## config.mk

```make
export PLATFORM = sky130hd
export DESIGN_NAME = pipe_run_ctl_flat
export DESIGN_NICKNAME = d
export VERILOG_FILES = /design/src/rtl/pipe_run_ctl_if.sv /design/src/rtl/pipe_run_ctl.sv /design/src/flat_wrapper.sv
export SDC_FILE = /design/constraint.sdc
export NUM_CORES = 1
export LEC_CHECK = 0
export ABC_AREA = 1
export CORE_MARGIN = 2
export CORE_UTILIZATION = 46
export CTS_CLUSTER_DIAMETER = 50
export DETAILED_ROUTE_END_ITERATION = 10
export MAX_ROUTING_LAYER = met4
export PLACE_DENSITY_LB_ADDON = 0.08
export REMOVE_ABC_BUFFERS = 1
export SYNTH_ARGS = -nofsm -noshare
export SYNTH_HDL_FRONTEND = slang
export SYNTH_SLANG_ARGS = --single-unit
```

## constraint.sdc

```tcl
create_clock -name i_clk -period 2 [get_ports i_clk]
set_input_delay 0.3 -clock i_clk [delete_from_list [all_inputs] [get_ports i_clk]]
set_output_delay 0.3 -clock i_clk [all_outputs]
set_load 0.005 [all_outputs]
```

## src/rtl/pipe_run_ctl_if.sv

```systemverilog
// Front-panel and datapath signal bundle for the run/step/breakpoint sequencer.
// Carries o_cycle_cnt only when PIPE_RUN_CYCLE_CNT_EN is defined.
interface pipe_run_ctl_if #(
    parameter int STEP_W = 16,
    parameter int PC_W   = 32
);
    logic              i_btn_run;
    logic              i_btn_step;
    logic [STEP_W-1:0] i_step_count;
    logic              i_bp_en;
    logic [PC_W-1:0]   i_bp_addr;
    logic [PC_W-1:0]   i_pc_f;
    logic              i_halt_req;
    logic              o_clk_en;
    logic [1:0]        o_state;
    logic              o_bp_hit;
    logic [STEP_W-1:0] o_steps_left;
`ifdef PIPE_RUN_CYCLE_CNT_EN
    logic [31:0]       o_cycle_cnt;
`endif

    modport master (
        output i_btn_run, i_btn_step, i_step_count,
        output i_bp_en, i_bp_addr, i_pc_f, i_halt_req,
`ifdef PIPE_RUN_CYCLE_CNT_EN
        input  o_cycle_cnt,
`endif
        input  o_clk_en, o_state, o_bp_hit, o_steps_left
    );

    modport slave (
        input  i_btn_run, i_btn_step, i_step_count,
        input  i_bp_en, i_bp_addr, i_pc_f, i_halt_req,
`ifdef PIPE_RUN_CYCLE_CNT_EN
        output o_cycle_cnt,
`endif
        output o_clk_en, o_state, o_bp_hit, o_steps_left
    );
endinterface

```

## src/rtl/pipe_run_ctl.sv

```systemverilog
// Run/step/breakpoint sequencer driving the pipeline clock enable.
// Optional enabled-cycle counter: define PIPE_RUN_CYCLE_CNT_EN.
module pipe_run_ctl #(
    parameter logic [15:0] DEBOUNCE_CYCLES = 16'd50000,
    parameter int          STEP_W          = 16,
    parameter int          PC_W            = 32
) (
    input logic           i_clk,
    input logic           i_rst,
    pipe_run_ctl_if.slave bus
);
    localparam logic [1:0] S_HALT = 2'b00;
    localparam logic [1:0] S_RUN  = 2'b01;
    localparam logic [1:0] S_STEP = 2'b10;
    localparam logic [1:0] S_BRK  = 2'b11;

    logic [1:0]  w_raw;
    logic [1:0]  r_s1;
    logic [1:0]  r_s2;
    logic [1:0]  r_lvl;
    logic [1:0]  r_pulse;
    logic [15:0] r_cnt [2];

    assign w_raw = {bus.i_btn_step, bus.i_btn_run};

    // Bit 0 is run, bit 1 is step; a level is accepted only after a full stable window.
    always_ff @(posedge i_clk or negedge i_rst) begin
        if (!i_rst) begin
            r_s1     <= '0;
            r_s2     <= '0;
            r_lvl    <= '0;
            r_pulse  <= '0;
            r_cnt[0] <= '0;
            r_cnt[1] <= '0;
        end else begin
            r_s1 <= w_raw;
            r_s2 <= r_s1;
            for (int b = 0; b < 2; b++) begin
                r_pulse[b] <= 1'b0;
                if (r_s2[b] == r_lvl[b]) begin
                    r_cnt[b] <= '0;
                end else if ({1'b0, r_cnt[b]} + 17'd1 >= {1'b0, DEBOUNCE_CYCLES}) begin
                    r_cnt[b]   <= '0;
                    r_lvl[b]   <= r_s2[b];
                    r_pulse[b] <= r_s2[b];
                end else begin
                    r_cnt[b] <= r_cnt[b] + 16'd1;
                end
            end
        end
    end

    logic              r_bp_mask;
    logic [1:0]        r_state;
    logic [STEP_W-1:0] r_steps;
    logic              w_run_p;
    logic              w_step_p;
    logic [PC_W-1:0]   w_pc_diff;
    logic              w_bp_fire;
    logic              w_clk_en;
    logic [STEP_W-1:0] w_load;

    assign w_run_p   = r_pulse[0];
    assign w_step_p  = r_pulse[1];
    assign w_pc_diff = bus.i_pc_f ^ bus.i_bp_addr;
    assign w_bp_fire = bus.i_bp_en & ~(|w_pc_diff) & ~r_bp_mask;
    // Gated the same cycle the PC matches, so the BP instruction stays in fetch.
    assign w_clk_en  = ((r_state == S_RUN) & ~w_bp_fire) | (r_state == S_STEP);
    assign w_load    = (bus.i_step_count == '0) ? STEP_W'(1) : bus.i_step_count;

    always_ff @(posedge i_clk or negedge i_rst) begin
        if (!i_rst) begin
            r_state   <= S_HALT;
            r_steps   <= '0;
            r_bp_mask <= 1'b0;
        end else begin
            unique case (r_state)
                S_HALT: begin
                    if (w_run_p) begin
                        r_state <= S_RUN;
                    end else if (w_step_p) begin
                        r_state <= S_STEP;
                        r_steps <= w_load;
                    end
                end
                S_RUN: begin
                    if (w_run_p)              r_state <= S_HALT;
                    else if (w_bp_fire)       r_state <= S_BRK;
                    else if (bus.i_halt_req)  r_state <= S_HALT;
                end
                S_STEP: begin
                    if (w_run_p || r_steps <= STEP_W'(1)) begin
                        r_state <= S_HALT;
                        r_steps <= '0;
                    end else begin
                        r_steps <= r_steps - STEP_W'(1);
                    end
                end
                S_BRK: begin
                    if (w_run_p) begin
                        r_state <= S_RUN;
                    end else if (w_step_p) begin
                        r_state <= S_STEP;
                        r_steps <= w_load;
                    end
                end
                default: r_state <= S_HALT;
            endcase

            // Mask lets a resume from BRK advance past the trapping PC once.
            if ((r_state == S_BRK) && w_run_p)
                r_bp_mask <= 1'b1;
            else if (w_clk_en || (r_state == S_HALT))
                r_bp_mask <= 1'b0;
        end
    end

    assign bus.o_clk_en     = w_clk_en;
    assign bus.o_state      = r_state;
    assign bus.o_bp_hit     = (r_state == S_BRK);
    assign bus.o_steps_left = r_steps;

`ifdef PIPE_RUN_CYCLE_CNT_EN
    logic [31:0] r_cyc;

    always_ff @(posedge i_clk or negedge i_rst) begin
        if (!i_rst)        r_cyc <= '0;
        else if (w_clk_en) r_cyc <= r_cyc + 32'd1;
    end

    assign bus.o_cycle_cnt = r_cyc;
`endif
endmodule

```

## src/flat_wrapper.sv

```systemverilog
// flat-port wrapper written by rule: the top's interface ports become plain ports
module pipe_run_ctl_flat 
#(
    parameter logic [15:0] DEBOUNCE_CYCLES = 16'd50000,
    parameter int          STEP_W          = 16,
    parameter int          PC_W            = 32
)
  (i_clk, i_rst, bus_i_btn_run, bus_i_btn_step, bus_i_step_count, bus_i_bp_en, bus_i_bp_addr, bus_i_pc_f, bus_i_halt_req, bus_o_clk_en, bus_o_state, bus_o_bp_hit, bus_o_steps_left);
  pipe_run_ctl_if #(.STEP_W(STEP_W), .PC_W(PC_W)) bus_i ();
  input logic i_clk;
  input logic i_rst;
  input wire logic [$bits(bus_i.i_btn_run)-1:0] bus_i_btn_run;
  input wire logic [$bits(bus_i.i_btn_step)-1:0] bus_i_btn_step;
  input wire logic [$bits(bus_i.i_step_count)-1:0] bus_i_step_count;
  input wire logic [$bits(bus_i.i_bp_en)-1:0] bus_i_bp_en;
  input wire logic [$bits(bus_i.i_bp_addr)-1:0] bus_i_bp_addr;
  input wire logic [$bits(bus_i.i_pc_f)-1:0] bus_i_pc_f;
  input wire logic [$bits(bus_i.i_halt_req)-1:0] bus_i_halt_req;
  output wire logic [$bits(bus_i.o_clk_en)-1:0] bus_o_clk_en;
  output wire logic [$bits(bus_i.o_state)-1:0] bus_o_state;
  output wire logic [$bits(bus_i.o_bp_hit)-1:0] bus_o_bp_hit;
  output wire logic [$bits(bus_i.o_steps_left)-1:0] bus_o_steps_left;
  assign bus_i.i_btn_run = bus_i_btn_run;
  assign bus_i.i_btn_step = bus_i_btn_step;
  assign bus_i.i_step_count = bus_i_step_count;
  assign bus_i.i_bp_en = bus_i_bp_en;
  assign bus_i.i_bp_addr = bus_i_bp_addr;
  assign bus_i.i_pc_f = bus_i_pc_f;
  assign bus_i.i_halt_req = bus_i_halt_req;
  assign bus_o_clk_en = bus_i.o_clk_en;
  assign bus_o_state = bus_i.o_state;
  assign bus_o_bp_hit = bus_i.o_bp_hit;
  assign bus_o_steps_left = bus_i.o_steps_left;
  pipe_run_ctl #(.DEBOUNCE_CYCLES(DEBOUNCE_CYCLES), .STEP_W(STEP_W), .PC_W(PC_W)) u_core (.i_clk(i_clk), .i_rst(i_rst), .bus(bus_i));
endmodule
```

Word level (Yosys, flattened, before mapping):

Cells that the tools add are included.

* output and inout bits: 20
* register bits: 59
* input port bits: 86
* memory bits (read-only): 0
* memories kept: 0
* bits in latches: 0
* word-level logic and storage cells: 73
* RAM bits: 0

* order comparisons: 3
* muxes and demuxes: 22
* divide/modulo/power cells: 0
* bitwise logic cells: 10
* equality and inequality tests: 10
* multipliers: 0
* reductions and logical operators: 13
* shift-type cells: 0
* add/sub/neg operators: 5

Operators by type and width (number)
* $mux W16: 8
* $add A16 B1 Y17 const B: 2
* $ge A17 B16 Y1 const B: 2
* $add A16 B1 Y16 const B: 2
* $pmux W16 S2: 1
* $reduce_or A32 Y1: 1
* $xor A32 B32 Y32: 1
* $le A16 B1 Y1 const B: 1
* $logic_not A16 Y1: 1
* $sub A16 B1 Y16 const B: 1
* $mux W2: 6
* $mux W1: 6
* $pmux W2 S3: 1
* $reduce_and A3 Y1: 2
* $not A1 Y1: 5
* $eq A2 B2 Y1 const B: 2
* $ne A2 B2 Y1 const B: 2
* $ne A4 B2 Y1 const B: 1
* $reduce_and A2 Y1: 2
* $reduce_bool A2 Y1: 2
* $and A1 B1 Y1: 3
* $ne A3 B1 Y1 const B: 1
* $eq A1 B1 Y1: 2
* $eq A2 B1 Y1 const B: 1
* other kinds (6): 7

Depth between registers and ports, before layout:

Gate-level depths: netlist of run 1.

* word-level depth: 11
* gate-level depth with buffers: 13

Least setup slack after synthesis of run 1:

OpenSTA, ideal clock, no wires.

* kind: register -> register
* start point: register u_core.r_state[0], in the netlist u_core.bus.o_state[0]
* end point: register u_core.r_steps[10], in the netlist u_core.bus.o_steps_left[10]
* slack: 29 ps
* arrival: 1832 ps
* cell stages (with the launch flop): 9
* buffers on the path: 1
* cell sequence: dfrtp_1 -> inv_1 -> ha_1 -> nor2_1 -> nor3_2 -> clkinv_1 -> clkbuf_1 -> a21oi_1 -> a22oi_1

* longest elaborated chain between the ends: 4

Ends and longest elaborated chain
* start, declared: line pipe_run_ctl.sv:54 `logic [1:0] r_state;`
* start signal, assigned: line pipe_run_ctl.sv:73 `r_state <= S_HALT;`
* start signal, assigned: line pipe_run_ctl.sv:80 `r_state <= S_RUN;`
* start signal, assigned: line pipe_run_ctl.sv:82 `r_state <= S_STEP;`
* $eq A2 B2 Y1 / $logic_not A2 Y1 (equally long branches): line pipe_run_ctl.sv:77 `unique case (r_state)`
* $reduce_or A2 Y1 (no line)
* $ne A2 B1 Y1 (no line), or another cell as far along
* $reduce_and A3 Y1 (no line)
* end signal, assigned: line pipe_run_ctl.sv:83 `r_steps <= w_load;`
* end signal, assigned: line pipe_run_ctl.sv:96 `r_steps <= r_steps - STEP_W'(1);`
* end signal, assigned: line pipe_run_ctl.sv:104 `r_steps <= w_load;`
* end, declared: line pipe_run_ctl.sv:55 `logic [STEP_W-1:0] r_steps;`

Several ways; a longest one is shown, not always the timed one.
A chain may end at the register's enable or synchronous reset.

Worst setup path in the final report of run 1:

* start point: input port bus_i_bp_addr[5]
* end point: output port bus_o_clk_en

* longest elaborated chain between the ends: 8

Ends and longest elaborated chain
* start, declared: line flat_wrapper.sv:16 `input wire logic [$bits(bus_i.i_bp_addr)-1:0] bus_i_bp_addr;`
* $xor A32 B32 Y32: line pipe_run_ctl.sv:65 `assign w_pc_diff = bus.i_pc_f ^ bus.i_bp_addr;`
* $reduce_or A32 Y1: line pipe_run_ctl.sv:66 `assign w_bp_fire = bus.i_bp_en & ~(|w_pc_diff) & ~r_bp_mask;`
* $not A1 Y1: line pipe_run_ctl.sv:66
* $and A1 B1 Y1 (2 in a row): line pipe_run_ctl.sv:66
* $not A1 Y1: line pipe_run_ctl.sv:68 `assign w_clk_en = ((r_state == S_RUN) & ~w_bp_fire) | (r_state == S_STEP);`
* $and A1 B1 Y1: line pipe_run_ctl.sv:68
* $or A1 B1 Y1: line pipe_run_ctl.sv:68
* end, declared: line flat_wrapper.sv:19 `output wire logic [$bits(bus_i.o_clk_en)-1:0] bus_o_clk_en;`

Every way passes these cells.

==> results.toml, run 1 <==
[min_path]
min_to = "u_core.r_s2[0]$_DFF_PN0_"
min_path_cells = 0
min_path_type = "reg2reg"
min-delay-start = "u_core.r_s1[0]$_DFF_PN0_"

[clocking]
cts_made_buffers = 9
cts_sinks = 59
cts_tree = "yes"
clk_pin_slew_worst_paths_ns = 0.06
ctsHtreeMaxLevel = 3
cts_root_buf = "clkbuf_8"
clk_latency_ns = 0.34
clockBufferDepth = 2

[setup_path]
cp_cell_sequence = "clkdlybuf4s50_1, inv_1, nand2_1, nand2_1, nor2_1, nand3b_1, nor2_1, nand3_1, nand2_1, nand2_1, buf_2"
r2r_cells = 12
path_max_fanout = 2
slowest_delay_ns = 0.49
path_class = "in2out"
crit_top_cell = "nand2_1"
cp.arrival_ns = 1.68
worstReg2RegStart = "u_core.r_cnt[17]$_DFF_PN0_"
required_ns = 1.70
endpoint_kind = "output port"
crit_path_start_kind = "input port"
r2r_slack_ns = 0.07
reg2reg_to = "u_core.r_cnt[28]$_DFF_PN0_"
cp_slowest_cell = "clkdlybuf4s50_1"

[floorplan]
coreArea_sq_mm = 0.009729
die-width_um = 103.8
die_area_sq_mm = 0.01078
die_y_um = 103.8
rows = 36
ioPinCount = 106
start_util = 0.4711

[placed_design]
place.gp.congestion = 0.9455
numPortBuffers = 105
dp.cells = 1029
pre_cts_ws_ns = -0.3446
dp_hpwl_um = 9811

[global_routing]
grt_pass1_wl_um = 21360
grt-ovfl-total = 0
grtUsageTotal = 0.2425
grt_start_max_net_pins = 38
first_global_vias = 4768
antenna_found_initial = 0

[power_and_ir_drop]
irDropWorstVdd_mv = 0.3730
power.density_mw_per_mm2 = 409.5
leakage_uw = 0.003610
design_power_total_uw = 2813

[route]
viasPerCell = 4.994
antenna_left = 0
remaining_drc_errors = 0
dr.pass1.iters = 5
wl_um = 13440
drtIter0Drc = 280
routedWlPerCell_um = 12.71
vias = 5284

[logic_synthesis]
yosys_warnings = 0
ys_seq_area_frac = 0.3221
synth_cells = 730
synth_cell_types = 33
ys_ff_latch = 59
synth_area_sq_mm = 0.004583
syn_avg_cell_area_sq_um = 6.278

[sta]
final_max_slew_viol_count = 0
fin_crit_sh = 0.9893
max-slew-margin-rel = 0.6216
fin_crit_ns = 1.979
hold_ws_ns = 0.3530
hold_viol_final = 0
finalClockSkew_ns = 0.01026
layout_setup_ws_ns = 0.02144
fin_setup_tns_ns = 0
rsz0062_at_grt = "true"
worst_pin_slew_ns = 0.5676
max_freq_ghz = 0.5054
setup_viol = 0

[finish]
final_common_cell = "nand2_1"
syn2layout_area_growth_pct = 49.90
antenna_cells = 0
final_cells = 1058
fill_cells = 849
final_cell_mix = "205 x nand2_1, 121 x inv_1, 106 x nor2_1"
nNetsFinal = 1015
drive_above_1_share = 0.1816

[outcome]
status = "finished, final reports clean"

[run]
max_cap_violations = 0
==> synth_stat cells, drive strengths merged <==
master / n / area, sq um
a31oi: 1 / 6.260
nand3: 60 / 340.3
dfrtp: 59 / 1476
ha: 9 / 112.6
and3: 1 / 6.260
a2bb2oi: 2 / 17.52
o21ai: 15 / 78.83
xor2: 14 / 122.6
o22ai: 1 / 6.260
a22oi: 12 / 90.09
nand2: 225 / 854.6
nor2: 132 / 538.0
buf: 3 / 27.52
a21oi: 20 / 100.1
nor3: 8 / 45.04
and2: 1 / 6.260
nand3b: 4 / 30.03
inv: 124 / 465.4
xnor2: 11 / 96.34
clkbuf: 3 / 11.26
or2: 2 / 12.51
nand4: 21 / 131.4
clkinv: 2 / 7.510
==> power by group <==
group / switching [uW] / internal [uW]
Clock: 503 / 572
Sequential: 16.7 / 1210
Combinational: 221 / 292
Total: 741 / 2070
==> flip-flops by register name, indices dropped and copies added (netlist names) <==
| register | count |
|---|---|
| u_core.bus.o_steps_left | 16 |
| u_core.r_pulse | 2 |
| u_core.r_lvl | 2 |
| u_core.r_bp_mask | 1 |
| u_core.r_s1 | 2 |
| u_core.r_cnt | 32 |
| u_core.r_s2 | 2 |
| u_core.bus.o_state | 2 |
==> what timing repair did <==
action	in CTS	in global routing
setup buffers	0	10
hold buffers	1	0
setup endpoints to repair	16	45
cloned	0	2
gates resized for setup	2	97
pin swaps	1	38
hold endpoints to repair	22	0
==> through the flow <==
stage,util,cell area [sq um]
finish,0.7061,6870
global route,0.7061,6870
CTS,0.6649,6469
detailed placement,0.6447,6272
global placement,0.6447,6272
floorplan,-,4544
==> routing by layer <==
metal / wire, um / global-route usage / up-vias
li1: - / - / 2658
met1: 6095 / 0.3231 / 2436
met2: 6361 / 0.3825 / 170
met3: 781 / 0.04216 / 20
met4: 205 / 0.06660 / 0
met5: 0 / - / -
==> critical path, delay by kind of cell <==
kind | cells | cell delay [ns]
buf+inv | 3 | 0.67
simple gates | 8 | 0.71
==> worst max-delay path by stage <==
| stage | from | endpoint | slack [ns] | cells after the start |
|---|---|---|---|---|
| final | bus_i_bp_addr[5] | bus_o_clk_en | 0.02 | 11 |
| after global routing | bus_i_pc_f[23] | bus_o_clk_en | -0.1 | 13 |
| after CTS | bus_i_bp_addr[16] | bus_o_clk_en | -0.16 | 11 |
| after detailed placement | bus_i_pc_f[14] | bus_o_clk_en | -0.34 | 11 |
| after global placement | bus_i_bp_addr[10] | bus_o_clk_en | -0.32 | 10 |
| after floorplan | u_core.bus.o_state[0]$_DFFE_PN0P_ | u_core.bus.o_steps_left[2]$_DFFE_PN0P_ | -0.13 | 6 |
==> kinds of logic after synthesis <==
group,synth area share
AO/OA/AOI/OAI,0.06525
XOR/XNOR,0.04778
adder cells (fa/ha/maj),0.02457
buffers and inverters,0.1117
flip-flops,0.3221
AND/OR/NAND/NOR,0.4286
==> final cells by class <==
class | instances | area (sq um) | share of cell area
clock inverters | 5 | 53.80 | 0.007831
repair buffers | 183 | 1717 | 0.2499
inverters | 126 | 473.0 | 0.06884
multi-input cells | 541 | 2849 | 0.4147
flip-flops and latches | 59 | 1480 | 0.2154
well taps | 133 | 166.4 | 0.02422
clock buffers | 11 | 131.4 | 0.01912
(Power assumes the default switching activity.)
==> inputs of run 2 (changes only) <==
- PLACE_DENSITY: not set -> 0.87
- PLACE_DENSITY_LB_ADDON: 0.08 -> not set
==> run 2 against run 1 <==
Against the previous run: routed wire length rose by 5.6%; sequential share of layout area rose by 0.27 points; largest cell class unchanged; critical endpoint is now u_core.bus.o_state[1]$_DFFE_PN0P_; highest routed layer unchanged; non-clock buffer count fell by 14.
==> results.toml, run 2 (synthesized netlist as in run 1, its figures left out) <==
[floorplan]
coreArea_sq_mm = 0.009729
die_area_sq_mm = 0.01078
rows = 36
ioPinCount = 106
die-width_um = 103.8
start_util = 0.4711
die_y_um = 103.8

[power_and_ir_drop]
design_power_total_uw = 2682
power.density_mw_per_mm2 = 395.3
leakage_uw = 0.003710
irDropWorstVdd_mv = 0.3816

[clocking]
clk_pin_slew_worst_paths_ns = 0.06
cts_sinks = 59
cts_tree = "yes"
cts_root_buf = "clkbuf_8"
clockBufferDepth = 2
cts_made_buffers = 9
clk_latency_ns = 0.34
ctsHtreeMaxLevel = 3

[finish]
antenna_cells = 0
top_register = "u_core.r_cnt"
nNetsFinal = 1001
final_area_sq_mm = 0.006784
final_core_util = 0.6973
drive_above_1_share = 0.1734
fill_cells = 742
multi_input_area_sq_mm = 0.002850
largest_reg_flops = 32
regArea_sq_mm = 0.001480
syn2layout_area_growth_pct = 48.02
final_common_cell = "nand2_1"
final_cell_mix = "199 x nand2_1, 119 x inv_1, 112 x nor2_1"

[setup_path]
worstReg2RegStart = "u_core.r_cnt[16]$_DFF_PN0_"
cp-startpoint = "bus_i_bp_addr[24]"
path_class = "in2reg"
crit_path_start_kind = "input port"
endpoint_kind = "flip-flop"
endpoint = "u_core.bus.o_state[1]$_DFFE_PN0P_"
r2r_cells = 10
r2r_slack_ns = 0.02
required_ns = 2.23
reg2reg_to = "u_core.r_cnt[26]$_DFF_PN0_"
path_max_fanout = 3
cp.arrival_ns = 2.22

[sta]
fin_setup_tns_ns = 0
finalClockSkew_ns = 0.01089
max_freq_ghz = 0.5022
setup_viol = 0
max-slew-margin-rel = 0.6899
final_max_slew_viol_count = 0
hold_viol_final = 0
fin_crit_sh = 0.9956
fin_crit_ns = 1.991
worst_pin_slew_ns = 0.4636

[min_path]
min_path_type = "reg2reg"

[placed_design]
dp_hpwl_um = 9231
numPortBuffers = 105
place.gp.congestion = 0.9393
placed_cell_area_sq_mm = 0.006145

[route]
remaining_drc_errors = 0
dr.pass1.iters = 5
antenna_left = 0
drtIter0Drc = 302
vias = 5325
routedWlPerCell_um = 13.60
viasPerCell = 5.101
wl_um = 14200

[global_routing]
grtUsageTotal = 0.2344
first_global_vias = 4709
antenna_found_initial = 0
grt_pass1_wl_um = 20540
grt_start_max_net_pins = 60
grt-ovfl-total = 0

[run]
max_cap_violations = 0

[outcome]
status = "finished, final reports clean"
==> run 2: changes by cell type in the layout (fill, tap and decap cells not counted), moves of 3 or more <==
cell	delta
clkdlybuf4s50_1	-24
dlymetal6s2s_1	+19
buf_4	-14
nand2_1	-6
nand2_2	+6
nor2_1	+6
dlygate4sd2_1	+5
nor2_4	-4
xnor2_1	-3
xnor2_2	+3
==> run 2: through the flow <==
stage	hold slack, ns	instances	setup slack (ns)
after floorplan	0.004409	724	-0.1275
after global placement	0.3291	1012	-0.3327
after detailed placement	0.3297	1012	-0.3305
after CTS	0.3527	1034	-0.03293
after global routing	0.3568	1044	-0.09310
final	0.3506	1044	0.008874
==> run 2: layout make-up <==
cell class | instances | share of cell area
clock buffers | 11 | 0.01937
well taps | 133 | 0.02453
inverters | 126 | 0.06972
multi-input cells | 541 | 0.4201
clock inverters | 5 | 0.004426
flip-flops and latches | 59 | 0.2182
repair buffers | 169 | 0.2436
==> run 2: power by group <==
group	switching [uW]	total, uW	internal, uW	leakage, uW
logic	241	528	287	0.00289
registers	17.6	1220	1210	0.000737
clock network	486	929	443	0.0000791
total	744	2680	1940	0.00371
==> run 2: worst max-delay path, cell delays in order <==
cell and delay, ns:
clkdlybuf4s50_1 0.46, xnor2_2 0.25, nand3_1 0.13, nor2_2 0.12, nand3_2 0.10, buf_4 0.15, buf_4 0.12, buf_4 0.12
buf_4 0.12, buf_4 0.13, nand3_4 0.06, nand2_2 0.05, nand2_1 0.05, nand2_1 0.05
==> run 2: metal layers <==
| metal | vias up | track usage | wire, um |
|---|---|---|---|
| li1 | 2624 | - | - |
| met1 | 2460 | 0.2891 | 5799 |
| met2 | 201 | 0.3900 | 7272 |
| met3 | 40 | 0.04783 | 781 |
| met4 | 0 | 0.06853 | 344 |
| met5 | - | - | 0 |
==> run 2: repair_timing <==
item | CTS | global route
buffers inserted | 5 | 8
gates resized for setup | 10 | 114
hold buffers | 1 | 0
hold endpoints to repair | 59 | 0
gates cloned | 0 | 2
endpoints found under the setup margin | 1 | 45
pin swaps | 4 | 39
==> run 2: worst min path at each step <==
stage / startpoint / endpoint / slack [ns] / depth (start not counted)
after global routing: u_core.r_s1[1]$_DFF_PN0_ / u_core.r_s2[1]$_DFF_PN0_ / 0.36 / 0
after global placement: i_rst / u_core.r_cnt[15]$_DFF_PN0_ / 0.33 / 2
final: u_core.r_s1[1]$_DFF_PN0_ / u_core.r_s2[1]$_DFF_PN0_ / 0.35 / 0
after detailed placement: i_rst / u_core.r_cnt[15]$_DFF_PN0_ / 0.33 / 2
after CTS: u_core.r_s1[1]$_DFF_PN0_ / u_core.r_s2[1]$_DFF_PN0_ / 0.35 / 0
after floorplan: i_rst / u_core.bus.o_state[0]$_DFFE_PN0P_ / 0.004 / 0
==> inputs of run 3 (changes only) <==
- PLACE_DENSITY: 0.87 -> 0.77
==> run 3 against run 2 <==
Against the previous run: non-clock buffer count up 4; first-iteration DRC count down 0.66%; sequential power about the same; cell count up 0.38%; combinational power down 2%; setup slack better by 0.00059 ns; largest power group unchanged; fmax about the same; die area unchanged.
==> results.toml, run 3 (synthesized netlist as in run 1, its figures left out) <==
[route]
top_layer = "met4"
routedWlPerCell_um = 12.83
dr.pass1.iters = 7
routed-wl-met3_um = 833
drtIter0Drc = 300
antenna_left = 0
wl_um = 13450
remaining_drc_errors = 0
viasPerCell = 4.992
vias = 5232
wl_met2_um = 6700
met1Wirelength_um = 5775

[global_routing]
antenna_found_initial = 0
first_global_vias = 4969
grtUsageTotal = 0.2448
grt-ovfl-total = 0
grt_start_max_net_pins = 60
grt_pass1_wl_um = 21650

[finish]
drive_above_1_share = 0.1705
final_common_cell = "nand2_1"
top_register = "u_core.r_cnt"
nNetsFinal = 1005
syn2layout_area_growth_pct = 48.10
largest_reg_flops = 32
antenna_cells = 0
final_cell_mix = "205 x nand2_1, 122 x inv_1, 105 x nor2_1"

[setup_path]
crit_path_start_kind = "input port"
endpoint_kind = "output port"
crit_top_cell = "nand2_1"
path_max_fanout = 2
cp_cell_sequence = "clkdlybuf4s50_1, inv_1, nand2_2, nand2_1, nor2_2, nand4_1, nor2_1, nand3_1, nand2_1, nand2_1, clkbuf_2"
path_class = "in2out"
path_delay_family = "simple AND/OR/NAND/NOR gates"
cp-startpoint = "bus_i_bp_addr[16]"
cp_slowest_cell = "clkdlybuf4s50_1"
slowest_delay_ns = 0.48
cp.arrival_ns = 1.69
required_ns = 1.70
worstReg2RegStart = "u_core.r_cnt[17]$_DFF_PN0_"
cp_num_buf_inv = 3

[clocking]
ctsHtreeMaxLevel = 3
cts_made_buffers = 9
cts_sinks = 59
cts_tree = "yes"
cts_root_buf = "clkbuf_8"
clockBufferDepth = 2
clk_pin_slew_worst_paths_ns = 0.06
clk_latency_ns = 0.35

[placed_design]
numPortBuffers = 105
pre_cts_ws_ns = -0.3393
place.gp.congestion = 0.9237
dp_hpwl_um = 9586

[sta]
layout_setup_ws_ns = 0.009468
fin_crit_sh = 0.9953
max-slew-margin-rel = 0.6216
worst_pin_slew_ns = 0.5657
final_max_slew_viol_count = 0
rsz0062_at_grt = "true"
max_freq_ghz = 0.5024
fin_crit_ns = 1.991
setup_viol = 0
hold_viol_final = 0
finalClockSkew_ns = 0.01965

[power_and_ir_drop]
design_power_total_uw = 2927
irDropWorstVdd_mv = 0.3923
power.density_mw_per_mm2 = 431.3
leakage_uw = 0.003459

[floorplan]
die-width_um = 103.8
rows = 36
die_y_um = 103.8
coreArea_sq_mm = 0.009729
start_util = 0.4711
ioPinCount = 106
die_area_sq_mm = 0.01078

[outcome]
status = "finished, final reports clean"

[run]
max_cap_violations = 0

[min_path]
min_path_type = "reg2reg"
min-delay-start = "u_core.r_s1[0]$_DFF_PN0_"
-- run 3: worst paths after layout --
path	endpoint	slack [ns]	cells after the start
hold reg to reg	u_core.r_s2[0]$_DFF_PN0_	0.35	0
min in group asynchronous	u_core.bus.o_steps_left[8]$_DFFE_PN0P_	0.47	3
hold / removal	u_core.r_s2[0]$_DFF_PN0_	0.35	0
setup reg to reg	u_core.r_cnt[24]$_DFF_PN0_	0.12	11
max in group asynchronous	u_core.r_cnt[18]$_DFF_PN0_	1.23	3
setup / recovery	bus_o_clk_en	0.009	11
-- run 3: what timing repair did --
item,CTS,global route
pin swaps,0,29
endpoints found under the setup margin,16,44
gates cloned,0,2
hold endpoints to repair,59,0
resized for setup,2,84
hold buffers,1,0
setup buffers,0,11
-- run 3: cell type report --
cell class	count	area, sq um
inverter	126	473.0
clock inverter	5	77.57
fill	829	2942
clock buffer	11	131.4
sequential	59	1479
timing repair buffer	173	1613
tap	133	166.4
multi-input combinational	541	2848
-- run 3: per-layer routing --
layer | track usage | up-vias
met4 | 0.05695 | 0
met2 | 0.4046 | 165
met5 | - | -
met1 | 0.3080 | 2409
li1 | - | 2637
met3 | 0.05412 | 21
-- run 3: report_power, final --
| part | internal [uW] | switching, uW | total, uW | leakage (uW) |
|---|---|---|---|---|
| clock | 698 | 490 | 1190 | 0.000103 |
| sequential | 1210 | 16.5 | 1220 | 0.000739 |
| combinational | 293 | 224 | 516 | 0.00262 |
-- run 3: metrics by stage --
| step | utilization | std cells | hold slack [ns] | area (sq um) | TNS (ns) |
|---|---|---|---|---|---|
| 3_3_place_gp | 0.6362 | 1018 | 0.3277 | 6190 | -0.9625 |
| 4_1_cts | 0.6588 | 1035 | 0.3519 | 6410 | -0.1498 |
| 2_1_floorplan | - | 724 | 0.004409 | 4544 | -1.533 |
| 5_1_grt | 0.6977 | 1048 | 0.3697 | 6788 | -0.1581 |
| 3_5_place_dp | 0.6362 | 1018 | 0.3313 | 6190 | -1.313 |
| 6_report | 0.6977 | 1048 | 0.3489 | 6788 | 0 |
